===== src/rtl/hazard_pkg.sv =====
// Shared types for the 5-stage hazard unit: forwarding selects and MDU sequencer states.
package hazard_pkg;

   typedef enum logic [1:0] {
      FWD_REG = 2'b00,
      FWD_MEM = 2'b01,
      FWD_WB  = 2'b10
   } fwd_sel_t;

   typedef enum logic [1:0] {
      IDLE = 2'b00,
      BUSY = 2'b01,
      DONE = 2'b10
   } mdu_state_t;

endpackage


===== src/rtl/mdu_stall_ctrl.sv =====
// Sequences the multi-cycle MDU busy window and produces the Execute-stage MDU stall.
module mdu_stall_ctrl
   import hazard_pkg::*;
#(
   parameter int MDU_LATENCY = 4
) (
   input  logic clk,
   input  logic rst_n,
   input  logic MduStartE,
   input  logic mem_stall,
   output logic mdu_stall,
   output logic MduBusy
);

   localparam int                CNT_W       = $clog2(MDU_LATENCY) + 1;
   localparam logic [CNT_W-1:0]  CNT_LOAD    = CNT_W'(MDU_LATENCY - 1);
   localparam logic [CNT_W-1:0]  CNT_ONE     = CNT_W'(1);
   localparam logic [CNT_W-1:0]  CNT_ZERO    = {CNT_W{1'b0}};
   localparam bit                MULTI_CYCLE = (MDU_LATENCY > 1);

   mdu_state_t       state_r;
   mdu_state_t       stateNext_s;
   logic [CNT_W-1:0] cnt_r;
   logic [CNT_W-1:0] cntNext_s;

   // State and counter registers; reset aborts any op in flight.
   always_ff @(posedge clk or negedge rst_n) begin
      if (!rst_n) begin
         state_r <= IDLE;
         cnt_r   <= CNT_ZERO;
      end else begin
         state_r <= stateNext_s;
         cnt_r   <= cntNext_s;
      end
   end

   // Next-state logic; the counter keeps running even while memory freezes the pipe.
   always_comb begin
      stateNext_s = state_r;
      cntNext_s   = cnt_r;
      case (state_r)
         IDLE: begin
            if (MduStartE && MULTI_CYCLE) begin
               stateNext_s = BUSY;
               cntNext_s   = CNT_LOAD;
            end else begin
               stateNext_s = IDLE;
            end
         end
         BUSY: begin
            cntNext_s = cnt_r - CNT_ONE;
            if (cnt_r <= CNT_ONE) begin
               // DONE parks a finished op that is still frozen in Execute so it cannot restart.
               if (mem_stall) begin
                  stateNext_s = DONE;
               end else begin
                  stateNext_s = IDLE;
               end
            end else begin
               stateNext_s = BUSY;
            end
         end
         DONE: begin
            if (!mem_stall) begin
               stateNext_s = IDLE;
            end else begin
               stateNext_s = DONE;
            end
         end
         default: begin
            stateNext_s = IDLE;
            cntNext_s   = CNT_ZERO;
         end
      endcase
   end

   // Stall spans the start cycle plus the BUSY cycles before the result is ready.
   always_comb begin
      mdu_stall = 1'b0;
      MduBusy   = (state_r != IDLE);
      case (state_r)
         IDLE:    mdu_stall = MduStartE && MULTI_CYCLE;
         BUSY:    mdu_stall = (cnt_r > CNT_ONE);
         DONE:    mdu_stall = 1'b0;
         default: mdu_stall = 1'b0;
      endcase
   end

endmodule


===== src/rtl/hazard_unit_mc.sv =====
// Hazard unit for the 5-stage core: forwarding, load-use/MDU/memory stalls and branch flushes.
module hazard_unit_mc
   import hazard_pkg::*;
#(
   parameter int REG_ADDR_WIDTH     = 5,
   parameter int MDU_LATENCY        = 4,
   parameter bit ZERO_REG_HARDWIRED = 1'b1
) (
   input  logic                      clk,
   input  logic                      rst_n,
   input  logic [REG_ADDR_WIDTH-1:0] Rs1D,
   input  logic [REG_ADDR_WIDTH-1:0] Rs2D,
   input  logic [REG_ADDR_WIDTH-1:0] Rs1E,
   input  logic [REG_ADDR_WIDTH-1:0] Rs2E,
   input  logic [REG_ADDR_WIDTH-1:0] RdE,
   input  logic [REG_ADDR_WIDTH-1:0] RdM,
   input  logic [REG_ADDR_WIDTH-1:0] RdW,
   input  logic                      RegWriteM,
   input  logic                      RegWriteW,
   input  logic                      MemtoRegE,
   input  logic                      PCSrcE,
   input  logic                      MduStartE,
   input  logic                      MemReqM,
   input  logic                      MemReadyM,
   output logic                      StallF,
   output logic                      StallD,
   output logic                      StallE,
   output logic                      StallM,
   output logic                      FlushD,
   output logic                      FlushE,
   output logic                      FlushM,
   output logic                      FlushW,
   output logic [1:0]                ForwardAE,
   output logic [1:0]                ForwardBE,
   output logic                      MduBusy
);

   localparam logic [REG_ADDR_WIDTH-1:0] ZERO_IDX = {REG_ADDR_WIDTH{1'b0}};

   // Youngest producer wins: Memory is checked before Writeback.
   function automatic fwd_sel_t fwdSelect(
      input logic [REG_ADDR_WIDTH-1:0] rs,
      input logic [REG_ADDR_WIDTH-1:0] rdMem,
      input logic                      wrMem,
      input logic [REG_ADDR_WIDTH-1:0] rdWb,
      input logic                      wrWb
   );
      logic rsLive;
      rsLive = !ZERO_REG_HARDWIRED || (rs != ZERO_IDX);
      if (rsLive && wrMem && (rdMem == rs)) begin
         return FWD_MEM;
      end else if (rsLive && wrWb && (rdWb == rs)) begin
         return FWD_WB;
      end else begin
         return FWD_REG;
      end
   endfunction

   logic     memStall_s;
   logic     lwStall_s;
   logic     mduStall_s;
   logic     stallE_s;
   logic     rdELive_s;
   fwd_sel_t fwdA_s;
   fwd_sel_t fwdB_s;

   mdu_stall_ctrl #(
      .MDU_LATENCY (MDU_LATENCY)
   ) u_mdu_stall_ctrl (
      .clk       (clk),
      .rst_n     (rst_n),
      .MduStartE (MduStartE),
      .mem_stall (memStall_s),
      .mdu_stall (mduStall_s),
      .MduBusy   (MduBusy)
   );

   // Hazard detection terms shared by the stall and flush equations.
   always_comb begin
      memStall_s = MemReqM && !MemReadyM;
      rdELive_s  = !ZERO_REG_HARDWIRED || (RdE != ZERO_IDX);
      lwStall_s  = MemtoRegE && rdELive_s && ((Rs1D == RdE) || (Rs2D == RdE));
      stallE_s   = memStall_s || mduStall_s;
      fwdA_s     = fwdSelect(Rs1E, RdM, RegWriteM, RdW, RegWriteW);
      fwdB_s     = fwdSelect(Rs2E, RdM, RegWriteM, RdW, RegWriteW);
   end

   // A frozen stage never takes a bubble; a frozen branch flushes once it finally advances.
   always_comb begin
      StallM    = memStall_s;
      StallE    = stallE_s;
      StallD    = stallE_s || lwStall_s;
      StallF    = stallE_s || lwStall_s;
      FlushW    = memStall_s;
      FlushM    = mduStall_s && !memStall_s;
      FlushE    = (lwStall_s || PCSrcE) && !stallE_s;
      FlushD    = PCSrcE && !stallE_s;
      ForwardAE = fwdA_s;
      ForwardBE = fwdB_s;
   end

endmodule


===== config.mk =====
export PLATFORM = sky130hd
export DESIGN_NAME = hazard_unit_mc
export DESIGN_NICKNAME = d
export VERILOG_FILES = /design/src/rtl/hazard_pkg.sv /design/src/rtl/mdu_stall_ctrl.sv /design/src/rtl/hazard_unit_mc.sv
export SDC_FILE = /design/constraint.sdc
export NUM_CORES = 1
export LEC_CHECK = 0
export BUFFER_PORTS_ARGS = -buffer_cell sky130_fd_sc_hd__buf_2
export CORE_MARGIN = 3
export CORE_UTILIZATION = 23
export CTS_CLUSTER_SIZE = 8
export DETAILED_ROUTE_END_ITERATION = 16
export GPL_ROUTABILITY_DRIVEN = 0
export PLACE_DENSITY = 0.58
export SYNTH_ARGS = -nofsm -noshare
export SYNTH_HDL_FRONTEND = slang
export SYNTH_HIERARCHICAL = 1
export SYNTH_SLANG_ARGS = --single-unit

===== constraint.sdc =====
create_clock -name clk -period 4.2 [get_ports clk]
set_input_delay 0.84 -clock clk [delete_from_list [all_inputs] [get_ports clk]]
set_output_delay 0.84 -clock clk [all_outputs]
set_load 0.1 [all_outputs]

==> flow_summary_export.csv <==
group,metric,value,unit
final_layout,nets,190,
worst_setup_path,path_class,"in -> out",
timing,period_needed,3280,ps
routing,drc_errors,0,
worst_hold_path,hp-class,"in -> async",
global_routing,grt_overflow_total,0,
routing,ant_nets,0,
clock_tree,htree_levels,1,
placed_design,io_buffers,56,
power_and_ir_drop,peakVddDrop,0.101,mV
clock_tree,cts_setup_buffers,0,
global_routing,grt_max_degree,12,
timing,maxSlewViolCount,0,
routing,vias_per_cell,4.40,
floorplanning,core,3180,µm²
final_layout,final_cells,188,
clock_tree,clkLatencyLatePin,240,ps
worst_setup_path,max_stage_delay,540,ps
routing,wl_per_cell,10.4,µm
worst_setup_path,critical_path_required,3360,ps
routing,wl,1.96,mm
routing,dr.pass1.iters,4,
worst_setup_path,end_kind,"primary output",
synthesis,synth.avg_cell_area,9.00,µm²
placed_design,post-dp-hpwl,1.83,mm
floorplanning,placementRows,20,
worst_setup_path,crit_buf_inv,2,
floorplanning,design.portCount,57,
worst_setup_path,path_cells,"buf_2, or4_4, nor2_4, nor4_4, nor4_4, buf_2",
final_layout,syn_to_final_growth,46.0,%
final_layout,final-seq-area,125,µm²
final_layout,multi_input_area,647,µm²
clock_tree,cts_buffers,3,
worst_setup_path,crit_family,"simple AND/OR/NAND/NOR gates",
global_routing,grt_pass1_wl,3.24,mm
timing,fmax,304,MHz
clock_tree,clockRootBuffer,"clkbuf_4",
final_layout,fillerInstances,319,
power_and_ir_drop,p_leak,0.520,nW
timing,setup_viol,0,
global_routing,antenna_found_initial,0,
power_and_ir_drop,power_density,520,nW/µm²
timing,slew_headroom,67.7,%
worst_setup_path,critPathMaxFanout,3,
clock_tree,clockBufferDepth,2,
floorplanning,chipWidth,64.7,µm
clock_tree,cts_tree,"done",
final_layout,antenna_cells,0,
clock_tree,cts_resized,0,
worst_setup_path,crit_path_start_kind,"input port",
worst_setup_path,critPathSlowestCell,"or4_4",
timing,whs,404,ps
synthesis,ys_ff_latch,5,
timing,setup-tns-final,0,ps
clock_tree,cts.sinks,5,
synthesis,synth_seq_area_share,15.8,%
power_and_ir_drop,power,0.601,mW
final_layout,drive_above_1_share,50.0,%
worst_setup_path,arrival,2440,ps
timing,worstMarginPinSlew,488,ps
floorplanning,dieArea,4180,µm²
run,drv_cap,0,
routing,drtIter0Drc,38,
timing,fin_worst_skew,4.69,ps
floorplanning,die_h,64.7,µm
placed_design,dp_cells,184,
global_routing,grt_use_total,9.55,%
synthesis,syn_nets,133,
timing,finalHoldViolCount,0,
synthesis,synth-warning-count,6,
synthesis,synth_area,792,µm²
clock_tree,path_clk_slew,40,ps
status,status,"complete, no violations",
timing,rsz0062_at_grt,"false",
final_layout,final_cell_mix,"buf_2, xnor2_1, xor2_1",
synthesis,ys_types,28,
global_routing,grt_pass1_vias,816,
floorplanning,start_util,24.9,%
timing,fin_crit_sh,78.2,%
final_layout,final_common_cell,"buf_2",
clock_tree,postCtsHoldBufs,0,
synthesis,synthCells,88,
routing,vias,827,
==> worst register-to-register path: cells and delay by family (launching register included) <==
| family | cells | cell delay, ps |
|---|---|---|
| buffers and inverters | 1 | 130 |
| and+or+nand+nor | 1 | 160 |
| AOI/OAI and AO/OA | 1 | 190 |
| DFF | 1 | 400 |
| adders and majority gates | 1 | 240 |
==> worst paths after layout <==
kind,from,to,slack [ps],cells past startpoint
worst min register to register,u_mdu_stall_ctrl/cnt_r[0],u_mdu_stall_ctrl/cnt_r[0],490,1
worst max-delay path,Rs2E[1],ForwardBE[1],920,6
max in group asynchronous,rst_n,u_mdu_stall_ctrl/state_r[0],3660,1
min in group clk,u_mdu_stall_ctrl/cnt_r[0],u_mdu_stall_ctrl/cnt_r[0],490,1
worst max register to register,u_mdu_stall_ctrl/cnt_r[1],u_mdu_stall_ctrl/cnt_r[1],2980,4
worst min-delay path,rst_n,u_mdu_stall_ctrl/state_r[1],400,1
==> where the power goes <==
| part | switching, mW | internal (mW) |
|---|---|---|
| Combinational | 0.327 | 0.118 |
| Sequential | 0.0321 | 0.0688 |
| Clock | 0.0194 | 0.0359 |
| Total | 0.378 | 0.223 |
==> logic make-up after synthesis <==
kind of cell	synth area share, %
AND/OR/NAND/NOR	30.3
flip-flops	15.8
AO/OA/AOI/OAI	10.4
adder cells (fa/ha/maj)	1.58
XOR/XNOR	34.3
buffers and inverters	7.58
==> through the flow <==
| stage | cell area (µm²) | worst slack [ps] | util (%) |
|---|---|---|---|
| 2_1_floorplan | 832 | -239 | - |
| 3_3_place_gp | 1130 | 931 | 35.6 |
| 3_5_place_dp | 1130 | 911 | 35.6 |
| 4_1_cts | 1160 | 906 | 36.4 |
| 5_1_grt | 1160 | 842 | 36.4 |
| 6_report | 1160 | 915 | 36.4 |
==> metal layers <==
| layer | up-vias | share of wire (%) | global-route usage, % |
|---|---|---|---|
| li1 | 414 | - | - |
| met1 | 368 | 37 | 9.48 |
| met2 | 43 | 54 | 19.8 |
| met3 | 2 | 8.3 | 1.21 |
| met4 | 0 | 0.82 | 3.17 |
| met5 | - | 0 | 0 |
==> cell usage after synthesis (all sizes together) <==
library cell | count | area [µm²]
ha | 1 | 12.5
and2 | 2 | 12.5
or2 | 1 | 6.26
nor2 | 6 | 40.0
dfrtp | 5 | 125
o21a | 1 | 7.51
nor4 | 4 | 50.1
nand4 | 4 | 25.0
nor4b | 1 | 23.8
nand2 | 3 | 11.3
nor2b | 2 | 12.5
buf | 4 | 37.5
o31ai | 2 | 15.0
inv | 6 | 22.5
nor3 | 2 | 10.0
or4 | 3 | 30.0
a22oi | 1 | 7.51
xnor2 | 17 | 149
o21ai | 2 | 10.0
nand2b | 3 | 18.8
xor2 | 14 | 123
o32ai | 2 | 25.0
a311oi | 2 | 17.5
==> final cells by class <==
class | count | area share (%)
clock buffers | 4 | 2.27
inverters | 6 | 1.95
multi-input cells | 73 | 56.0
flip-flops and latches | 5 | 10.8
well taps | 44 | 4.76
repair buffers | 56 | 24.2
==> flip-flops by register name, summed over array words and instances, names as in the netlist <==
| signal | cells |
|---|---|
| u_mdu_stall_ctrl/cnt_r | 3 |
| u_mdu_stall_ctrl/state_r | 2 |
(Power assumes the default switching activity.)
